$ cat src/rtl/clkdiv_prog.sv
// Programmable multi-channel clock divider with 50% duty outputs.
// New divisor/enable settings are staged and applied only on a falling clkout toggle or while idle.
module clkdiv_prog #(
   parameter int WIDTH    = 16,
   parameter int CHANNELS = 2,
   localparam int CW      = (CHANNELS > 1) ? $clog2(CHANNELS) : 1
) (
   input  logic                clk,
   input  logic                reset,
   input  logic                cfg_valid,
   output logic                cfg_ready,
   input  logic [CW-1:0]       cfg_chan,
   input  logic [WIDTH-1:0]    cfg_div,
   input  logic                cfg_en,
   output logic [CHANNELS-1:0] clkout,
   output logic [CHANNELS-1:0] tick
);

   logic [CHANNELS-1:0] pvalid_vec;
   logic                cfg_fire;

   // Only one update may be outstanding across all channels.
   assign cfg_ready = ~|pvalid_vec;
   assign cfg_fire  = cfg_valid && cfg_ready;

   generate
      for (genvar gi = 0; gi < CHANNELS; gi++) begin : g_chan
         logic [WIDTH-1:0] div_q, div_d;
         logic [WIDTH-1:0] cnt_q, cnt_d;
         logic [WIDTH-1:0] pdiv_q, pdiv_d;
         logic             en_q, en_d;
         logic             pen_q, pen_d;
         logic             pvalid_q, pvalid_d;
         logic             clkout_q, clkout_d;
         logic             tick_q, tick_d;
         logic             running;
         logic             wrap;
         logic             hit;

         assign running = en_q && (div_q != '0);
         assign wrap    = running && (cnt_q == (div_q - WIDTH'(1)));
         // Out-of-range channel indices match no channel and are dropped.
         assign hit     = cfg_fire && (cfg_chan == CW'(gi));

         always_comb begin
            div_d    = div_q;
            en_d     = en_q;
            cnt_d    = cnt_q;
            pdiv_d   = pdiv_q;
            pen_d    = pen_q;
            pvalid_d = pvalid_q;
            clkout_d = clkout_q;
            tick_d   = 1'b0;

            if (running) begin
               if (wrap) begin
                  cnt_d    = '0;
                  clkout_d = ~clkout_q;
                  tick_d   = ~clkout_q;
               end else begin
                  cnt_d = cnt_q + WIDTH'(1);
               end
            end else begin
               cnt_d    = '0;
               clkout_d = 1'b0;
            end

            // Apply only at a high-to-low toggle so no phase is ever truncated.
            if (pvalid_q && (!running || (wrap && clkout_q))) begin
               div_d    = pdiv_q;
               en_d     = pen_q;
               cnt_d    = '0;
               pvalid_d = 1'b0;
            end

            if (hit) begin
               pdiv_d   = cfg_div;
               pen_d    = cfg_en;
               pvalid_d = 1'b1;
            end
         end

         always_ff @(posedge clk) begin
            if (reset) begin
               div_q    <= '0;
               en_q     <= 1'b0;
               cnt_q    <= '0;
               pdiv_q   <= '0;
               pen_q    <= 1'b0;
               pvalid_q <= 1'b0;
               clkout_q <= 1'b0;
               tick_q   <= 1'b0;
            end else begin
               div_q    <= div_d;
               en_q     <= en_d;
               cnt_q    <= cnt_d;
               pdiv_q   <= pdiv_d;
               pen_q    <= pen_d;
               pvalid_q <= pvalid_d;
               clkout_q <= clkout_d;
               tick_q   <= tick_d;
            end
         end

         assign pvalid_vec[gi] = pvalid_q;
         assign clkout[gi]     = clkout_q;
         assign tick[gi]       = tick_q;
      end
   endgenerate

endmodule

$ cat config.mk
export PLATFORM = sky130hd
export DESIGN_NAME = clkdiv_prog
export DESIGN_NICKNAME = d
export VERILOG_FILES = /design/src/rtl/clkdiv_prog.sv
export SDC_FILE = /design/constraint.sdc
export NUM_CORES = 1
export LEC_CHECK = 0
export CAP_MARGIN = 0
export CORE_MARGIN = 4
export CORE_UTILIZATION = 55
export CTS_CLUSTER_SIZE = 24
export DETAILED_ROUTE_END_ITERATION = 8
export PLACE_DENSITY_LB_ADDON = 0.15
export SYNTH_ARGS = -nofsm -noshare
export SYNTH_HDL_FRONTEND = slang
export SYNTH_SLANG_ARGS = --single-unit
$ cat constraint.sdc
create_clock -name clk -period 2.6 [get_ports clk]
set_input_delay 0.52 -clock clk [delete_from_list [all_inputs] [get_ports clk]]
set_output_delay 0.52 -clock clk [all_outputs]
set_load 0.03 [all_outputs]
Yosys cells after proc, flatten, opt, wreduce, memory -nomap -nowiden. Cells that the tools add are included.

$add $sub $neg: 4. Equality and inequality tests: 2. Multiplexer cells: 4. Bitwise gates (word level): 7. Reductions and logical operators: 27.

Operators with widths (number): $add 16x1->16 const B (2); $eq 16x16->1 (2); $reduce_bool 16->1 (2); $sub 16x1->16 const B (2); $logic_and 1x1->1 (11); $reduce_or 4->1 (2); $not 1->1 (7); $reduce_or 2->1 (3); $reduce_or 3->1 (2); $mux 1 (4); $reduce_bool 2->1 (2); $logic_not 1->1 (3); $logic_or 1x1->1 (2).

Register bits after elaboration: 106. Input bits: 21. Output and inout port bits: 5. Logic and storage cells: 60.

Longest topological paths before layout. Gate-level depths: netlist of the first run.

Word-level depth: 8. Mapped depth: 11. Mapped depth without buffers: 9.

Least setup slack after synthesis of the first run. OpenSTA, ideal clock, no wires.

Path type: register to register. From: register g_chan[1].div_q[0]. To: register g_chan[1].div_q[10]. Setup time: 0.072 ns. Data arrival time: 2.594 ns. Required time: 2.528 ns. Setup slack: -0.066 ns. Stages on the path, launching flop included: 12. Cell sequence: dfxtp_1 inv_1 ha_1 buf_2 o21ba_2 a221oi_1 a41oi_1 nor4_1 nand3_1 o31ai_4 buf_6 mux2i_1.

Longest elaborated chain between the ends: 6. Elaborated cells between the ends (all ways): 9.

Ends and longest elaborated chain: start, declared (line 28) `logic [WIDTH-1:0] div_q, div_d;`; start signal, assigned (line 94) `div_q <= div_d;`; $sub 16x1->16 or $reduce_bool 16->1 (tied branches) (line 41, 40); $eq 16x16->1 or $logic_and 1x1->1 (tied branches) (line 41, 40); $logic_and 1x1->1 (line 41) `assign wrap = running && (cnt_q == (div_q - WIDTH'(1)));`; $logic_and 1x1->1 (line 69) `if (pvalid_q && (!running || (wrap && clkout_q))) begin`; $logic_or 1x1->1 * (line 69); $logic_and 1x1->1 * (line 69).

Mark *: on every way between the ends. The rest lies on a longest branch, timed or not. A chain may end at the register's enable or synchronous reset.

Final worst setup path of the first run.
From: register g_chan[0].div_q[1]. To: register g_chan[0].div_q[11].

Longest elaborated chain between the ends: 6. Elaborated cells between the ends (all ways): 9.

Ends and longest elaborated chain (line): start, declared (28); start signal, assigned (94); $sub 16x1->16 or $reduce_bool 16->1 (tied branches) (41, 40); $eq 16x16->1 or $logic_and 1x1->1 (tied branches) (41, 40); $logic_and 1x1->1 (41); $logic_and 1x1->1 (69); $logic_or 1x1->1 * (69); $logic_and 1x1->1 * (69).

Marks and branches as above.

==> impl_metrics.yaml, run 1 <==
status:
  outcome: "complete, but fails checks"
  violations: "negative setup slack"
grt:
  grt_pass1_wl_um: 22000
  grt_usage: 0.234
  grt_overflow: 0
  grt_max_degree: 51
  antenna_found_initial: 0
  grt_pass1_vias: 4623
synth:
  ys.flop_type: "dfxtp_1"
  synth.distinct_cells: 62
  yosysTopAreaCell: "dfxtp_1"
  syn_area_per_cell_um2: 8.23
  yosys-top-cells-count: "109 x nand2_1, 106 x dfxtp_1, 53 x nor2_1, 40 x a21oi_1, 35 x nand2b_1"
  yosysTopAreaCellShare: 0.378
  synth_edf_count: 0
  synth.area.top_cells: "dfxtp_1 38%, nand2_1 7.3%, xnor2_1 5.3%"
  synth_nets: 708
  ys_ff_latch: 106
  async_reset_ff_frac: 0
  syn_inst: 683
  yosys_warnings: 0
  post-synth-top-count-cell: "nand2_1"
  syn_area_mm2: 0.00562
  yosysSeqAreaShare: 0.378
placement:
  hpwlAfterDp_um: 9690
  numPortBuffers: 25
  dp_cells: 849
  dp_worst_setup_slack_ns: -0.306
  globalplace.congestion: 0.878
  placed_area_mm2: 0.00626
final_layout:
  multi_input_area_mm2: 0.00341
  fin_nets: 767
  syn_to_final_growth_pct: 22.1
  drive_gt1_frac: 0.175
  final_cells: 880
  design_area_mm2: 0.00686
  antenna_cells: 0
  seqCellArea_mm2: 0.00213
  nFillCells: 794
timing:
  skew_ns: 0.00962
  rsz0062_at_grt: "yes"
  maxSlewHeadroom: 0.398
  setup_ws_ns: -0.0882
  setup_violations: 16
  final.period_utilization: 1.03
  timing.fmax_ghz: 0.372
  worst_slew_pin_slew_ns: 0.899
  whs_ns: 0.463
  hold_viol: 0
  fin_crit_ns: 2.69
  slew_viol_final: 0
worst_setup_path:
  path_delay_family: "simple AND/OR/NAND/NOR gates"
  worstSetupPathType: "reg -> reg"
  worst-path-buf-inv: 2
  cp_cell_sequence: "or4_4 > nor3_1 > o21ai_0 > a22o_1 > nor4_4 > buf_4 > clkbuf_16 > nor4_2 > a311o_1"
  critPathRequiredTime_ns: 2.89
  cp-end-kind: "flip-flop"
  crit_slowest_cell: "or4_4"
  cp_data_arrival_time_ns: 2.98
  cp_max_fo: 6
  cp_slowest_stage_delay_ns: 0.57
  cp-start-kind: "flip-flop"
pwr:
  power_mw: 3.02
  seqPwrFrac: 0.555
  switching_power_mw: 0.761
  internal_power_mw: 2.26
  ir_drop_v: 0.000544
  pwr-share-comb: 0.092
  power_leakage_nw: 2.48
  swShare: 0.252
  power.share.clock: 0.353
  power_density_mw_per_mm2: 441
die:
  rows: 36
  initial_core_util: 0.570
  die_y_um: 109
  die_w_um: 109
  coreArea_mm2: 0.00986
  design.die.area_mm2: 0.0119
  ios: 26
clocking:
  numClockSinks: 106
  clk_path_buf_depth: 2
  root_buffer: "clkbuf_8"
  cts_buffers: 9
  cts_tree: "done"
  clk_pin_slew_worst_paths_ns: 0.10
  htreeDepth: 3
  clk_latency_ns: 0.39
detailed_routing:
  drt_iter0_drc: 369
  antenna_left: 0
  drt_pre_antenna_iters: 5
  via_count: 5067
  drc: 0
  wl_per_cell_um: 15.9
  viasPerCell: 5.76
  drt-total-wl_um: 14000
run:
  maxCapViolations: 0
min_path:
  hp-class: "reg -> reg"
[power groups by stage]
stage / Sequential (mW) / Clock (mW) / Combinational [mW]
CTS: 1.68 / 1.09 / 0.258
global route: 1.68 / 1.16 / 0.303
finish: 1.68 / 1.07 / 0.279
floorplan: 1.71 / 0 / 0.161
global placement: 1.71 / 0 / 0.245
detailed placement: 1.71 / 0 / 0.250
[cells in the final DEF, fill, tap and decap left out, types with 4 or more instances in the layout]
cell and n:
nand2_1 108, dfxtp_1 102, buf_4 58, nor2_1 53
a21oi_1 40, nand2b_1 35, xor2_1 34, xnor2_1 32
clkdlybuf4s50_1 24, inv_1 20, mux2i_1 20, nand3_1 19
nor4_1 16, o32ai_1 14, nor3_1 13, a311o_1 12
nand4_1 11, clkbuf_8 10, and3_1 9, o21ai_0 9
nor4_2 5, nor4_4 4, o21ai_1 4, nand3b_1 4
o22ai_1 4, buf_6 4
[repair_timing]
| action | in CTS | in global routing |
|---|---|---|
| hold buffers | 0 | 0 |
| endpoints found under the hold margin | 0 | 0 |
| endpoints found under the setup margin | 50 | 66 |
| pin swaps | 3 | 24 |
| buffers inserted | 3 | 8 |
| gates resized for setup | 5 | 39 |
| gates cloned | 0 | 4 |
[flip-flops by register name, indices dropped and copies added (netlist names)]
signal / count
g_chan.cnt_q: 32
g_chan.pdiv_q: 32
g_chan.en_q: 2
g_chan.tick_q: 2
g_chan.clkout_q: 2
g_chan.pen_q: 2
g_chan.pvalid_q: 2
g_chan.div_q: 32
[per-layer routing]
layer / track usage / share of wire
met5: 0 / 0
met4: 0.0685 / 0.016
met3: 0.0628 / 0.056
met2: 0.339 / 0.44
met1: 0.338 / 0.49
[final timing paths]
check	startpoint	to	slack [ns]	depth (start not counted)
worst max-delay path	g_chan[0].div_q[1]	g_chan[0].div_q[11]	-0.09	9
worst min-delay path	g_chan[1].pdiv_q[14]	g_chan[1].pdiv_q[14]	0.46	2
worst max register to register	g_chan[0].div_q[1]	g_chan[0].div_q[11]	-0.09	9
worst min register to register	g_chan[1].pdiv_q[14]	g_chan[1].pdiv_q[14]	0.46	2
[metrics by stage]
stage	TNS (ns)	util
floorplan	0	-
CTS	-0.109	0.662
finish	-0.664	0.695
global placement	-7.36	0.634
detailed placement	-9.34	0.634
global route	-2.30	0.695
[final cells by class]
class	count	share of cell area
multi-input cells	510	0.498
flip-flops and latches	106	0.310
repair buffers	93	0.125
well taps	133	0.0243
clock buffers	10	0.0201
inverters	22	0.0120
clock inverters	6	0.0100
[worst register-to-register path, cell delays in order, from the launching register on]
cell,delay (ns)
dfxtp_2,0.34
or4_4,0.57
nor3_1,0.21
o21ai_0,0.16
a22o_1,0.32
nor4_4,0.30
buf_4,0.19
clkbuf_16,0.15
nor4_2,0.03
a311o_1,0.32
[logic make-up after synthesis]
family / count (synthesis) / synth area share
mux: 20 / 0.0356
buf+inv: 67 / 0.0526
xor+xnor: 68 / 0.106
simple gates: 305 / 0.274
flops: 106 / 0.378
fa+ha+maj: 4 / 0.00891
compound gates: 113 / 0.145
No activity file was read; power rests on OpenSTA's default activity.
==> inputs of run 2 (changes only) <==
- CORE_UTILIZATION: 55 -> 28
==> run 2 against run 1 <==
Clock power is 29% higher. Sequential cell count unchanged. Largest cell class unchanged. Cell count up 14%. Critical path type unchanged. Critical endpoint unchanged. Power rose by 10%. Utilization shrank 33 points. Routed wire length rose by 5.4%. Register-to-register slack gained 0.09 ns. Global-route usage shrank 10 points. Largest power group unchanged. Combinational power is essentially flat. Fmax increased by 3.4%. Worst hold slack got worse by 0.0042 ns. Via count decreased by 2.8%. Highest routed layer unchanged. The run now ends clean.
==> impl_metrics.yaml, run 2 (synthesis gave the netlist of run 1 again) <==
status:
  outcome: "complete, no violations"
timing:
  hold_viol: 0
  rsz0062_at_grt: "yes"
  fin_crit_ns: 2.60
  whs_ns: 0.459
  final.period_utilization: 1.00
  timing.fmax_ghz: 0.385
  skew_ns: 0.0149
  slew_viol_final: 0
  setup_violations: 0
  maxSlewHeadroom: 0.509
  worst_slew_pin_slew_ns: 0.734
final_layout:
  fin_nets: 762
  seqCellArea_mm2: 0.00213
  drive_gt1_frac: 0.183
  syn_to_final_growth_pct: 26.0
  antenna_cells: 0
  design_area_mm2: 0.00708
  largest_registers: "g_chan.cnt_q (32), g_chan.div_q (32), g_chan.pdiv_q (32)"
  layout_commonest_cell: "nand2_1"
  mostFrequentLayoutCells: "109 x nand2_1, 97 x dfxtp_1, 53 x nor2_1, 51 x buf_4, 40 x a21oi_1"
  nFillCells: 2031
  final_cells: 1007
  multi_input_area_mm2: 0.00340
die:
  design.die.area_mm2: 0.0224
  rows: 51
  initial_core_util: 0.287
  coreArea_mm2: 0.0196
  die_w_um: 150
  die_y_um: 150
  ios: 26
clocking:
  clk_latency_ns: 0.36
  clk_pin_slew_worst_paths_ns: 0.08
  clk_path_buf_depth: 2
  cts_tree: "done"
  numClockSinks: 106
  htreeDepth: 3
  root_buffer: "clkbuf_16"
  postCtsHoldBufs: 0
  cts_buffers: 9
placement:
  dp_cells: 976
  globalplace.congestion: 0.806
  numPortBuffers: 25
  placed_area_mm2: 0.00638
  hpwlAfterDp_um: 10800
worst_setup_path:
  cp-start-kind: "flip-flop"
  cp_max_fo: 6
  crit_slowest_cell: "dfxtp_2"
  cp_slowest_stage_delay_ns: 0.34
  worstSetupPathType: "reg -> reg"
  cp_data_arrival_time_ns: 2.84
  cp_cell_sequence: "inv_2 > ha_4 > nor3b_4 > buf_4 > nor4b_4 > a32oi_1 > a22o_1 > nor4_4 > buf_6 > clkbuf_16 > nor4_1 > a311o_1"
  critPathRequiredTime_ns: 2.84
  cp-end-kind: "flip-flop"
pwr:
  power_density_mw_per_mm2: 471
  power_leakage_nw: 2.47
  ir_drop_v: 0.000240
detailed_routing:
  drt_pre_antenna_iters: 6
  drt_iter0_drc: 217
  antenna_left: 0
  viasPerCell: 4.89
  via_count: 4926
  drc: 0
  drt-total-wl_um: 14700
  wl_per_cell_um: 14.6
grt:
  grt_use_met2: 0.197
  antenna_found_initial: 0
  grt_pass1_vias: 4617
  grt_pass1_wl_um: 23200
  grt_util_met1: 0.186
  grt_max_degree: 38
  grt_busiest_layer: "met2"
  grt_overflow: 0
  grt_usage: 0.129
  use_met3: 0.0185
run:
  maxCapViolations: 0
min_path:
  hp-class: "reg -> reg"
[run 2: changes by cell type in the layout (fill, tap and decap cells not counted), moves of 2 or more]
cell | before | now
buf_4 | 58 | 51
buf_6 | 4 | 6
clkbuf_16 | 3 | 12
clkbuf_8 | 10 | 1
dfxtp_1 | 102 | 97
dfxtp_2 | 3 | 9
inv_8 | 0 | 2
nor4_1 | 16 | 13
nor4_2 | 5 | 10
nor4_4 | 4 | 2
o21ai_1 | 4 | 2
xnor2_2 | 1 | 3
[run 2: repair_timing]
item	4_1_cts	5_1_grt
pin swaps	0	28
gates cloned	0	4
endpoints found under the setup margin	32	70
resized for setup	6	48
buffers inserted	1	10
[run 2: final cells by class]
type,instances,share of cell area
Clock buffer,10,0.0338
Clock inverter,6,0.00901
Inverter,22,0.0117
Multi-Input combinational cell,510,0.481
Sequential cell,106,0.301
Tap cell,265,0.0468
Timing Repair Buffer,88,0.117
[run 2: worst paths after layout]
| check | startpoint | to | slack (ns) | depth (start not counted) |
|---|---|---|---|---|
| worst min-delay path | g_chan[1].pdiv_q[14] | g_chan[1].pdiv_q[14] | 0.46 | 2 |
| worst max-delay path | g_chan[0].div_q[1] | g_chan[0].div_q[11] | 0.0008 | 12 |
| worst min register to register | g_chan[1].pdiv_q[14] | g_chan[1].pdiv_q[14] | 0.46 | 2 |
| worst max register to register | g_chan[0].div_q[1] | g_chan[0].div_q[11] | 0.0008 | 12 |
[run 2: worst max-delay path, delay by kind of cell, from the launching register on]
family,cells,cell delay (ns)
simple gates,4,0.78
compound gates,3,0.66
buf+inv,4,0.57
flops,1,0.34
fa+ha+maj,1,0.13
[run 2: per-layer routing]
metal | wire [um] | vias up
met1 | 7520 | 2323
li1 | - | 2505
met5 | 0 | -
met3 | 440 | 18
met2 | 6520 | 80
met4 | 231 | 0
[run 2: stage by stage]
step	power, mW	utilization	TNS, ns	setup slack [ns]
after floorplan	1.87	-	0	0.0378
after global placement	1.97	0.326	-0.747	-0.0525
after detailed placement	1.97	0.326	-2.35	-0.110
after CTS	3.36	0.343	-0.00307	-0.00307
after global routing	3.46	0.361	-1.28	-0.0893
final	3.33	0.361	0	0.000799
[run 2: report_power, final]
group	internal (mW)	switching [mW]
clock	0.706	0.672
combinational	0.129	0.147
sequential	1.65	0.0250
total	2.49	0.844
